## src/rtl/spi_slave_sync_if.sv

```systemverilog
// Pin and stream bundle for spi_slave_sync: SPI pins, TX/RX valid/ready ports and status.
interface spi_slave_sync_if #(
  parameter int unsigned DWIDTH = 8
);
  logic              ss_n;
  logic              sclk;
  logic              mosi;
  logic              miso;
  logic              miso_oe;
  logic [DWIDTH-1:0] tx_data;
  logic              tx_valid;
  logic              tx_ready;
  logic [DWIDTH-1:0] rx_data;
  logic              rx_valid;
  logic              rx_ready;
  logic              overrun;
  logic              frame_err;
  logic              busy;

  modport slave (
    input  ss_n, sclk, mosi, tx_data, tx_valid, rx_ready,
    output miso, miso_oe, tx_ready, rx_data, rx_valid, overrun, frame_err, busy
  );

  modport master (
    output ss_n, sclk, mosi, tx_data, tx_valid, rx_ready,
    input  miso, miso_oe, tx_ready, rx_data, rx_valid, overrun, frame_err, busy
  );
endinterface

```

## src/rtl/spi_slave_sync.sv

```systemverilog
// SPI mode-0 slave running entirely on clk; oversamples the SPI pins.
// Define SPI_SLV_SYNC_EN to put 2-FF synchronisers on ss_n/sclk/mosi.
module spi_slave_sync #(
  parameter int unsigned       DWIDTH  = 8,
  parameter logic [DWIDTH-1:0] TX_IDLE = {DWIDTH{1'b1}}
) (
  input logic             clk,
  input logic             rst,
  spi_slave_sync_if.slave bus
);
  localparam int unsigned    CW   = $clog2(DWIDTH);
  localparam logic [CW-1:0]  LAST = CW'(DWIDTH - 1);

  typedef enum logic [1:0] {IDLE, LOAD, SHIFT} state_t;

  logic ss_s, sclk_s, mosi_s;

`ifdef SPI_SLV_SYNC_EN
  logic [1:0] ss_sync, sclk_sync, mosi_sync;

  always_ff @(posedge clk) begin
    if (rst) begin
      ss_sync   <= 2'b11;
      sclk_sync <= 2'b00;
      mosi_sync <= 2'b00;
    end else begin
      ss_sync   <= {ss_sync[0], bus.ss_n};
      sclk_sync <= {sclk_sync[0], bus.sclk};
      mosi_sync <= {mosi_sync[0], bus.mosi};
    end
  end

  assign ss_s   = ss_sync[1];
  assign sclk_s = sclk_sync[1];
  assign mosi_s = mosi_sync[1];
`else
  assign ss_s   = bus.ss_n;
  assign sclk_s = bus.sclk;
  assign mosi_s = bus.mosi;
`endif

  logic ss_q, sclk_q, sel_q;
  logic ss_fall, sclk_rise, sclk_fall;

  assign ss_fall   = ss_q & ~ss_s;
  assign sclk_rise = ~sclk_q & sclk_s;
  assign sclk_fall = sclk_q & ~sclk_s;

  state_t            state, state_n;
  logic [CW-1:0]     bit_cnt, bit_cnt_n;
  logic [DWIDTH-1:0] rx_sh, rx_sh_n;
  logic [DWIDTH-1:0] tx_sh, tx_sh_n;
  logic [DWIDTH-1:0] rx_data, rx_data_n;
  logic              rx_valid, rx_valid_n;
  logic              tx_ready, tx_ready_n;
  logic              overrun, overrun_n;
  logic              frame_err, frame_err_n;
  logic              load_c;

  // Edge-detect history, select flag and all datapath/state registers
  always_ff @(posedge clk) begin
    if (rst) begin
      ss_q      <= 1'b1;
      sclk_q    <= 1'b0;
      sel_q     <= 1'b0;
      state     <= IDLE;
      bit_cnt   <= '0;
      rx_sh     <= '0;
      tx_sh     <= '0;
      rx_data   <= '0;
      rx_valid  <= 1'b0;
      tx_ready  <= 1'b0;
      overrun   <= 1'b0;
      frame_err <= 1'b0;
    end else begin
      ss_q      <= ss_s;
      sclk_q    <= sclk_s;
      sel_q     <= ~ss_s;
      state     <= state_n;
      bit_cnt   <= bit_cnt_n;
      rx_sh     <= rx_sh_n;
      tx_sh     <= tx_sh_n;
      rx_data   <= rx_data_n;
      rx_valid  <= rx_valid_n;
      tx_ready  <= tx_ready_n;
      overrun   <= overrun_n;
      frame_err <= frame_err_n;
    end
  end

  // Next-state and datapath decode
  always_comb begin
    state_n     = state;
    bit_cnt_n   = bit_cnt;
    rx_sh_n     = rx_sh;
    tx_sh_n     = tx_sh;
    rx_data_n   = rx_data;
    rx_valid_n  = rx_valid;
    tx_ready_n  = 1'b0;
    overrun_n   = 1'b0;
    frame_err_n = 1'b0;
    load_c      = 1'b0;

    if (rx_valid && bus.rx_ready) rx_valid_n = 1'b0;

    case (state)
      IDLE: begin
        bit_cnt_n = '0;
        if (ss_fall) state_n = LOAD;
      end
      LOAD: begin
        load_c  = 1'b1;
        state_n = SHIFT;
      end
      SHIFT: begin
        // Deselect wins over any sclk edge seen in the same cycle
        if (ss_s) begin
          state_n     = IDLE;
          bit_cnt_n   = '0;
          frame_err_n = (bit_cnt != '0);
        end else if (sclk_rise) begin
          rx_sh_n = {rx_sh[DWIDTH-2:0], mosi_s};
          if (bit_cnt == LAST) begin
            bit_cnt_n = '0;
            if (!rx_valid || bus.rx_ready) begin
              rx_data_n  = {rx_sh[DWIDTH-2:0], mosi_s};
              rx_valid_n = 1'b1;
            end else begin
              overrun_n = 1'b1;
            end
          end else begin
            bit_cnt_n = bit_cnt + CW'(1);
          end
        end else if (sclk_fall) begin
          if (bit_cnt != '0) tx_sh_n = {tx_sh[DWIDTH-2:0], 1'b0};
          else               load_c  = 1'b1;
        end
      end
      default: state_n = IDLE;
    endcase

    // Word boundary: take the next TX word or fall back to the idle pattern
    if (load_c) begin
      if (bus.tx_valid) begin
        tx_sh_n    = bus.tx_data;
        tx_ready_n = 1'b1;
      end else begin
        tx_sh_n = TX_IDLE;
      end
    end
  end

  assign bus.miso      = tx_sh[DWIDTH-1];
  assign bus.miso_oe   = sel_q;
  assign bus.busy      = sel_q;
  assign bus.tx_ready  = tx_ready;
  assign bus.rx_data   = rx_data;
  assign bus.rx_valid  = rx_valid;
  assign bus.overrun   = overrun;
  assign bus.frame_err = frame_err;
endmodule
```

## src/flat_wrapper.sv

```systemverilog
// flat-port wrapper written by rule: the top's interface ports become plain ports
module spi_slave_sync_flat 
#(
  parameter int unsigned       DWIDTH  = 8,
  parameter logic [DWIDTH-1:0] TX_IDLE = {DWIDTH{1'b1}}
)
  (clk, rst, bus_ss_n, bus_sclk, bus_mosi, bus_tx_data, bus_tx_valid, bus_rx_ready, bus_miso, bus_miso_oe, bus_tx_ready, bus_rx_data, bus_rx_valid, bus_overrun, bus_frame_err, bus_busy);
  spi_slave_sync_if #(.DWIDTH(DWIDTH)) bus_i ();
  input logic clk;
  input logic rst;
  input wire logic [$bits(bus_i.ss_n)-1:0] bus_ss_n;
  input wire logic [$bits(bus_i.sclk)-1:0] bus_sclk;
  input wire logic [$bits(bus_i.mosi)-1:0] bus_mosi;
  input wire logic [$bits(bus_i.tx_data)-1:0] bus_tx_data;
  input wire logic [$bits(bus_i.tx_valid)-1:0] bus_tx_valid;
  input wire logic [$bits(bus_i.rx_ready)-1:0] bus_rx_ready;
  output wire logic [$bits(bus_i.miso)-1:0] bus_miso;
  output wire logic [$bits(bus_i.miso_oe)-1:0] bus_miso_oe;
  output wire logic [$bits(bus_i.tx_ready)-1:0] bus_tx_ready;
  output wire logic [$bits(bus_i.rx_data)-1:0] bus_rx_data;
  output wire logic [$bits(bus_i.rx_valid)-1:0] bus_rx_valid;
  output wire logic [$bits(bus_i.overrun)-1:0] bus_overrun;
  output wire logic [$bits(bus_i.frame_err)-1:0] bus_frame_err;
  output wire logic [$bits(bus_i.busy)-1:0] bus_busy;
  assign bus_i.ss_n = bus_ss_n;
  assign bus_i.sclk = bus_sclk;
  assign bus_i.mosi = bus_mosi;
  assign bus_i.tx_data = bus_tx_data;
  assign bus_i.tx_valid = bus_tx_valid;
  assign bus_i.rx_ready = bus_rx_ready;
  assign bus_miso = bus_i.miso;
  assign bus_miso_oe = bus_i.miso_oe;
  assign bus_tx_ready = bus_i.tx_ready;
  assign bus_rx_data = bus_i.rx_data;
  assign bus_rx_valid = bus_i.rx_valid;
  assign bus_overrun = bus_i.overrun;
  assign bus_frame_err = bus_i.frame_err;
  assign bus_busy = bus_i.busy;
  spi_slave_sync #(.DWIDTH(DWIDTH), .TX_IDLE(TX_IDLE)) u_core (.clk(clk), .rst(rst), .bus(bus_i));
endmodule
```

## config.mk

```make
export PLATFORM = sky130hd
export DESIGN_NAME = spi_slave_sync_flat
export DESIGN_NICKNAME = d
export VERILOG_FILES = /design/src/rtl/spi_slave_sync_if.sv /design/src/rtl/spi_slave_sync.sv /design/src/flat_wrapper.sv
export SDC_FILE = /design/constraint.sdc
export NUM_CORES = 1
export LEC_CHECK = 0
export CORE_UTILIZATION = 45
export DETAILED_ROUTE_END_ITERATION = 8
export PLACE_DENSITY = 0.74
export SETUP_SLACK_MARGIN = 0.05
export SYNTH_ARGS = -nofsm -noshare
export SYNTH_HDL_FRONTEND = slang
export SYNTH_SLANG_ARGS = --single-unit
```

## constraint.sdc

```tcl
create_clock -name clk -period 1.58 [get_ports clk]
set_input_delay 0.316 -clock clk [delete_from_list [all_inputs] [get_ports clk]]
set_output_delay 0.316 -clock clk [all_outputs]
set_load 0.005 [all_outputs]
```

-- After elaboration in Yosys (flattened, before gate mapping)
Index checks and enable logic that the tools add are counted.
- bitwise operators: 10
- equal/unequal tests: 8
- muxes and demuxes: 27
- add/sub/neg operators: 1
- reduce and logical (&&, ||, !) cells: 17
- operators by type and width (kind ; count):
    2-to-1 mux 8 bit ; 7
    2-to-1 mux 1 bit ; 12
    AND reduction 5 bit ; 2
    2-to-1 mux 3 bit ; 3
    nonzero test 2 bit ; 4
    NOT 1 bit ; 7
    case mux 2 bit (3 select lines) ; 1
    case mux 3 bit (2 select lines) ; 1
    OR reduction 5 bit ; 1
    2-to-1 mux 2 bit ; 2
    != test 2 x 1 -> 1 bit, second input constant ; 2
    != test 2 bit, second input constant ; 2
    AND reduction 2 bit ; 2
    adder 3 x 1 -> 3 bit, second input constant ; 1
    AND 1 bit ; 3
    == test 3 bit, second input constant ; 1
    != test 3 x 2 -> 1 bit, second input constant ; 1
    AND reduction 3 bit ; 1
    nonzero test 3 bit ; 1
    OR reduction 3 bit ; 1
    == test 2 x 1 -> 1 bit, second input constant ; 1
    == test 2 bit, second input constant ; 1
    zero test 2 bit ; 1
    case mux 1 bit (2 select lines) ; 1
    4 further kinds ; 4
- logic and storage cells: 75
- flip-flop bits (word level): 35
- output and inout port bits: 15
- input port bits: 15

-- Logic depth before layout (Yosys ltp)
Gate-level depths: netlist of the first run.
- depth after elaboration: 8
- depth in mapped cells: 6
- depth with buffers taken out: 6

-- Worst setup path before layout of the first run
OpenSTA, ideal clock, no wires.
- path type: register to register
- from: reg u_core.state[0]
- to: reg u_core.tx_sh[1]
- slack: -0.095 ns
- arrival time: 1.553 ns
- path buffers: 0
- required time: 1.458 ns
- clock period less this slack: 1.675 ns
- cell stages (with the launch flop): 6
- library setup time: 0.122 ns
- cell sequence: dfxtp_1 inv_1 ha_1 nor4bb_4 a221oi_4 a221o_1
- longest elaborated chain between the ends: 4
- elaborated cells between the ends (all ways): 10
- classes of those cells: eq/ne (4); mux (2); reduce/logical (4)
- ends and longest elaborated chain (what ; line ; RTL):
    from (decl) ; spi_slave_sync.sv:49 ; state_t state, state_n;
    from (signal assigned) ; spi_slave_sync.sv:79 ; state <= state_n;
    == test 2 bit or == test 2 x 1 -> 1 bit (tied branches) ; spi_slave_sync.sv:106 ; case (state)
    case mux 1 bit (2 select lines) ; spi_slave_sync.sv:106 ;
    != test 2 bit (no line) (tied with other cells) ; n/a ;
    AND reduction 5 bit (no line) ; n/a ;
    to (signal assigned) ; spi_slave_sync.sv:82 ; tx_sh <= tx_sh_n;
    to (decl) ; spi_slave_sync.sv:52 ; logic [DWIDTH-1:0] tx_sh, tx_sh_n;
Parallel ways exist; a longest one is shown, timed or not.
A chain may end at the register's enable or synchronous reset.

-- Worst setup path in the final report of the first run
- from: reg u_core.state[0]
- to: reg u_core.tx_sh[6]
The elaborated chain is that of the path after synthesis.

==> results of run 1 <==
state kept, by name (all words and copies together) (netlist names):
| register | count |
|---|---|
| u_core.bus.busy | 1 |
| u_core.bus.overrun | 1 |
| u_core.tx_sh | 8 |
| u_core.bus.frame_err | 1 |
| u_core.bit_cnt | 3 |
| u_core.state | 2 |
| u_core.bus.tx_ready | 1 |
| u_core.rx_sh | 7 |
| u_core.bus.rx_valid | 1 |
| u_core.ss_q | 1 |
| u_core.bus.rx_data | 8 |
| u_core.sclk_q | 1 |
metal layers:
metal,GRT usage,up-vias,part of all wire
met4,0.08306,0,0.0077
met1,0.2295,556,0.45
li1,-,598,-
met3,0.06550,2,0.040
met2,0.3130,17,0.50
met5,0,-,0
layout make-up:
cell class,instances,area (um^2)
multi-input cells,90,742.0
repair buffers,47,451.7
flip-flops and latches,35,716.9
clock inverters,2,37.54
fillers,272,1010
well taps,44,55.05
clock buffers,5,37.54
inverters,14,52.55
cells in the mapped netlist, types with 2 or more instances:
library cell               number  area, um^2
sky130_fd_sc_hd__mux2i_1       16       160.2
sky130_fd_sc_hd__nor2_1        21       78.83
sky130_fd_sc_hd__ha_1           6       75.07
sky130_fd_sc_hd__and2b_1        3       22.52
sky130_fd_sc_hd__a221o_1        7       70.07
sky130_fd_sc_hd__clkbuf_1       3       11.26
sky130_fd_sc_hd__buf_4          2       15.01
sky130_fd_sc_hd__a21oi_1       11       55.05
sky130_fd_sc_hd__nor3_1         2       10.01
sky130_fd_sc_hd__nand2b_1       4       25.02
sky130_fd_sc_hd__dfxtp_1       35       700.7
sky130_fd_sc_hd__inv_1         14       52.55
sky130_fd_sc_hd__a22oi_1        2       15.01
sky130_fd_sc_hd__nand2_1        4       15.01
through the flow:
| stage | instance area, um^2 | hold WS (ns) | setup slack [ns] | utilization |
|---|---|---|---|---|
| floorplan | 1505 | 0.4337 | 0.04302 | - |
| global placement | 1941 | 0.4504 | -0.2747 | 0.6254 |
| detailed placement | 1941 | 0.4563 | -0.3056 | 0.6254 |
| CTS | 2051 | 0.4852 | -0.04874 | 0.6609 |
| global route | 2093 | 0.5118 | -0.1377 | 0.6746 |
| finish | 2093 | 0.4857 | -0.06386 | 0.6746 |
worst paths after layout:
path | slack (ns) | cells past startpoint | end | start
hold / removal | 0.49 | 1 | u_core.tx_sh[0] | u_core.tx_sh[0]
hold reg to reg | 0.49 | 1 | u_core.tx_sh[0] | u_core.tx_sh[0]
setup / recovery | -0.06 | 5 | u_core.tx_sh[6] | u_core.state[0]
setup reg to reg | -0.06 | 5 | u_core.tx_sh[6] | u_core.state[0]
kinds of logic (layout without fill, tap and decap cells):
logic type,after synthesis,count (layout),synth area share
adder cells (fa/ha/maj),6,6,0.05038
multiplexers,16,16,0.1075
AND/OR/NAND/NOR,43,43,0.1679
AO/OA/AOI/OAI,25,25,0.1436
flip-flops,35,35,0.4702
buffers and inverters,20,68,0.06045
where the power goes:
| group | total (W) | internal, W | switching, W |
|---|---|---|---|
| Combinational | 0.000233 | 0.000132 | 0.000102 |
| Sequential | 0.000919 | 0.000905 | 0.0000140 |
| Clock | 0.000623 | 0.000324 | 0.000299 |
repair_timing:
action | in CTS | in global routing
gates resized for setup | 10 | 17
setup endpoints to repair | 27 | 40
pin swaps | 1 | 2
setup buffers | 0 | 1
==> implementation parameters, run 1 <==
Parameter                              Value

Pwr
  Leakage power ... between 1 and 1.5 nW
  Maximum resistive drop on vdd ... just over 500 uV
  PD cells ... 848.2 mW/mm^2
  Overall power of the completed layout ... 0.001775 W

Floorplan
  Initial core utilization ... 0.4802
  Total number of placement rows ... 20
  Core region area ... 0.003103 mm^2
  Die X-Extent ... 59.55 um
  Chip Height ... 59.55 um
  Count of pins on the block boundary ... 30
  Die footprint ... approximately 0.0035 mm^2

Status
  Failing checks ... setup timing
  Status ... complete, but fails checks

Route
  Routed vias ... 1173
  TritonRoute pass-1 iters ... 4
  Routed WL ... 2984 um
  Vias per inst ... 4.949
  Remaining antenna violation count after routing ... 0
  Residual DRC count ... 0
  Number of design-rule violations left by the first detailed-router iteration ... 40
  Final routed wire length divided by cell count ... 12.59 um

Global routing
  Number of global-route vias before repair ... 1123
  Initial antenna violation count ... 0
  GRT Total Usage ... 0.1920
  First-pass GRT wire length ... 4968 um
  Largest net degree at the start of global routing ... 18
  Overflow left after global routing ... 0

STA
  Achievable frequency ... 0.6083 GHz
  Slew headroom ... 0.7183
  Total Negative Setup Slacks ... -0.2871 ns
  Final setup vio count ... 7
  Pin slew with the least headroom to its limit ... 0.4225 ns
  Final critical delay including setup and external delays ... 1.644 ns
  Clock skew ... 0.01012 ns
  Min setup slack post-route ... -0.06386 ns
  Hold Violations, Final ... 0
  Final max-slew violation count ... 0
  Part of the cycle the worst path needs ... 1.040
  RSZ-0062 raised after global routing ... yes

Placed design
  Placer congestion estimate ... ~0.83
  Final HPWL from detailed placement ... about 2200 um
  Post-Place Cells ... approximately 230
  Number of I/O port buffers ... 29

Clock network
  Clk buf depth ... 2
  CTS hold repair buffers ... 0
  Master cell of the clock root buffer ... sky130_fd_sc_hd__clkbuf_4
  Clock Sink Count ... 35
  Depth of the CTS H-tree ... 2
  Worst skew pair latency ... 0.33 ns
  CTS tree ... done
  Number of CTS-inserted buffers ... 5
  Clock transition at the registers of the reported paths ... 0.11 ns

Final layout
  Total inserted antenna cells ... 0
  Layout cells sized above 1 ... 0.2694
  Top library cells by usage in the layout, fill and taps aside ... sky130_fd_sc_hd__dfxtp_1, sky130_fd_sc_hd__nor2_1, sky130_fd_sc_hd__clkdlybuf4s50_1, sky130_fd_sc_hd__buf_4, sky130_fd_sc_hd__mux2i_1
  Most frequent standard cell in the layout excluding fill and tap cells ... sky130_fd_sc_hd__dfxtp_1
  Nets ... 214
  Count of placed standard cells in the final layout, fillers left out ... 237
  Synthesis-to-layout area growth ... 40.47%

Setup path
  Data arrival, critical path ... 1.87 ns
  Critical path endpoint category ... register
  Slowest CP cell ... sky130_fd_sc_hd__dfxtp_2
  Sort of element at the start of the critical path ... register
  Buffers & Inverters on Critical Path ... 1
  Crit path cell chain ... inv_2 -> ha_4 -> nor4bb_4 -> a221oi_4 -> a221o_1
  Critical Path RT ... 1.81 ns
  Crit path max-delay family ... compound AO/OA/AOI/OAI gates
  Startpoint-to-endpoint class of the critical path ... register to register
  Slowest Stage Delay on Critical Path ... 0.38 ns
  Maximum fanout along the worst path ... 8

Yosys
  Count of state elements after synthesis ... 35
  Distinct cells, synth ... 29
  Main flop type after synthesis ... sky130_fd_sc_hd__dfxtp_1
  Syn nets ... 166
  Average instance area after synthesis ... 10.28 um^2
  Sequential fraction of the synthesis area ... 0.4702
  Synthesis Warnings ... 0
  Synthesized cell area ... between 0.001 and 0.0015 mm^2
  Gate Count Post-Synth ... 145
  Count of flip-flops with a built-in enable after synthesis ... 0
  Proportion of synthesized flip-flops having asynchronous set or reset ... 0

Job
  Count of maximum capacitance violations ... 0

Hold path
  Worst min-delay path class ... register to register
(Power assumes the default switching activity.)
==> run 2: changes to the inputs <==
Settings changed: CAP_MARGIN from default to 20.
==> results of run 2 <==
Same layout as run 1: the final DEF is identical, and so are final timing and power.
==> run 3: changes to the inputs <==
Settings changed: CORE_UTILIZATION 45 to 55, DONT_BUFFER_PORTS from default to 1, HOLD_SLACK_MARGIN from default to 0.05, PLACE_DENSITY 0.74 to 0.73, REMOVE_ABC_BUFFERS from default to 1.
==> implementation parameters, run 3 (synthesis gave the netlist of run 1 again) <==
Parameter                              Value

Setup path
  Worst setup path end ... u_core.tx_sh[3]
  Data arrival, critical path ... 1.91 ns
  Critical Path RT ... 1.82 ns
  Worst reg-to-reg path cell count ... 7
  Capture point of the worst reg-to-reg path ... u_core.tx_sh[3]
  Startpoint-to-endpoint class of the critical path ... register to register
  Internal reg-to-reg setup slack ... -0.09 ns
  Critical path startpoint ... u_core.state[1]
  Maximum fanout along the worst path ... 8
  Crit Reg-Reg Startpoint ... u_core.state[1]
  Sort of element at the start of the critical path ... register
  Critical path endpoint category ... register

Final layout
  Final core area utilization ... 0.7569
  Final Instance Area ... 0.001909 mm^2
  Layout cells sized above 1 ... 0.3434
  Largest registers ... u_core.bus.rx_data (8), u_core.tx_sh (8), u_core.rx_sh (7)
  Filler Cells Inserted ... 174
  Total inserted antenna cells ... 0
  Top library cells by usage in the layout, fill and taps aside ... sky130_fd_sc_hd__dfxtp_1, sky130_fd_sc_hd__nor2_1, sky130_fd_sc_hd__mux2i_1, sky130_fd_sc_hd__buf_4, sky130_fd_sc_hd__inv_1
  Synthesis-to-layout area growth ... 28.13%
  Most frequent standard cell in the layout excluding fill and tap cells ... sky130_fd_sc_hd__dfxtp_1
  Nets ... 186

Floorplan
  Die footprint ... between 0.002 and 0.003 mm^2
  Core region area ... 0.002522 mm^2
  Die X-Extent ... roughly 54 um
  Total number of placement rows ... 18
  Initial core utilization ... 0.5908
  Count of pins on the block boundary ... 30
  Chip Height ... 54.05 um

STA
  Slew headroom ... 0.4402
  Final max-slew violation count ... 0
  Achievable frequency ... 0.5984 GHz
  Clock skew ... 0.01047 ns
  Hold Violations, Final ... 0
  Min setup slack post-route ... -0.09101 ns
  Final setup vio count ... 9
  RSZ-0062 raised after global routing ... yes
  Final critical delay including setup and external delays ... about 1.7 ns
  Part of the cycle the worst path needs ... 1.058
  Pin slew with the least headroom to its limit ... 0.8370 ns
  Total Negative Setup Slacks ... -0.6058 ns

Pwr
  Leakage power ... 0.7979 nW
  Maximum resistive drop on vdd ... 950.8 uV
  Clock group share of total power ... 0.417
  Gate power share ... 0.117
  Switching fraction of total power ... 0.2318
  Internal Pwr Total ... 0.001516 W
  Sequential Power Share ... 0.465
  Power dissipated by switching net loads ... between 0.0004 and 0.0005 W
  Overall power of the completed layout ... 0.001974 W
  PD cells ... 1034 mW/mm^2

Status
  Failing checks ... setup timing
  Status ... complete, but fails checks

Clock network
  CTS tree ... done
  Depth of the CTS H-tree ... 2
  Clk buf depth ... 2
  Worst skew pair latency ... 0.35 ns
  Number of CTS-inserted buffers ... 5
  Clock transition at the registers of the reported paths ... between 0.1 and 0.15 ns
  Clock Sink Count ... 35
  Master cell of the clock root buffer ... sky130_fd_sc_hd__clkbuf_4

Placed design
  Final HPWL from detailed placement ... 1928 um
  Number of I/O port buffers ... 0
  Pre-CTS setup slack ... -0.1772 ns
  Placer congestion estimate ... roughly 0.71
  Placed cell area ... around 0.0016 mm^2

Route
  Routed vias ... 1105
  Final routed wire length divided by cell count ... 16.47 um
  Number of design-rule violations left by the first detailed-router iteration ... 16
  Residual DRC count ... 0
  Routed WL ... 3228 um
  Remaining antenna violation count after routing ... 0
  TritonRoute pass-1 iters ... 4
  Vias per inst ... 5.638

Global routing
  Overflow left after global routing ... 0
  Number of global-route vias before repair ... roughly 1100
  Largest net degree at the start of global routing ... 25
  First-pass GRT wire length ... 4733 um
  GRT Total Usage ... 0.2401
  Initial antenna violation count ... 0

Hold path
  Worst min-delay path class ... input port to register

Job
  Count of maximum capacitance violations ... 0
run 3: critical path, cell delays in order, from the launching register on:
cell                       delay [ns]
sky130_fd_sc_hd__dfxtp_2         0.35
sky130_fd_sc_hd__inv_2           0.06
sky130_fd_sc_hd__ha_4            0.24
sky130_fd_sc_hd__nor4bb_4        0.15
sky130_fd_sc_hd__buf_4           0.15
sky130_fd_sc_hd__a41oi_4         0.27
sky130_fd_sc_hd__a21oi_2         0.07
sky130_fd_sc_hd__a221o_1         0.27
run 3: worst min path at each step:
stage | start | to | slack (ns) | cells after the start
after detailed placement | rst | u_core.state[0] | 0.39 | 1
after CTS | bus_ss_n | u_core.bus.frame_err | 0.07 | 2
after global routing | bus_ss_n | u_core.bus.frame_err | 0.07 | 2
after floorplan | rst | u_core.bit_cnt[0] | 0.39 | 1
final | bus_ss_n | u_core.bus.frame_err | 0.08 | 2
after global placement | rst | u_core.state[0] | 0.39 | 1
run 3: per-layer routing:
| layer | vias up | global-route usage | share of wire |
|---|---|---|---|
| met3 | 6 | 0.1130 | 0.057 |
| li1 | 543 | - | - |
| met4 | 0 | 0.1154 | 0.025 |
| met1 | 529 | 0.2600 | 0.40 |
| met5 | - | 0 | 0 |
| met2 | 27 | 0.3930 | 0.52 |
run 3: per-stage QoR:
stage                     hold WS, ns  cells
final                         0.08411    196
after floorplan                0.3851    139
after CTS                     0.07245    195
after global placement         0.3899    183
after global routing          0.07441    196
after detailed placement       0.3913    183
run 3: timing repair:
action,CTS,global route
endpoints found under the setup margin,19,28
pin swaps,6,1
endpoints found under the hold margin,24,0
gates resized for setup,23,12
hold buffers,1,0
buffers inserted,5,1
run 3: power groups by stage:
stage / Combinational, W / Clock, W / Sequential (W)
2_1_floorplan: 0.0000993 / 0 / 0.000934
3_3_place_gp: 0.000146 / 0 / 0.000935
3_5_place_dp: 0.000155 / 0 / 0.000936
4_1_cts: 0.000193 / 0.000824 / 0.000918
5_1_grt: 0.000250 / 0.000851 / 0.000922
6_report: 0.000232 / 0.000823 / 0.000919
run 3: area by class of cell:
class                      instances  area, um^2  share of cell area
clock buffer                       5       37.54             0.01966
inverter                          14       52.55             0.02752
multi-input combinational         90       835.8              0.4377
tap                               30       37.54             0.01966
clock inverter                     3       67.56             0.03539
timing repair buffer              19       172.7             0.09043
sequential                        35       705.7              0.3696
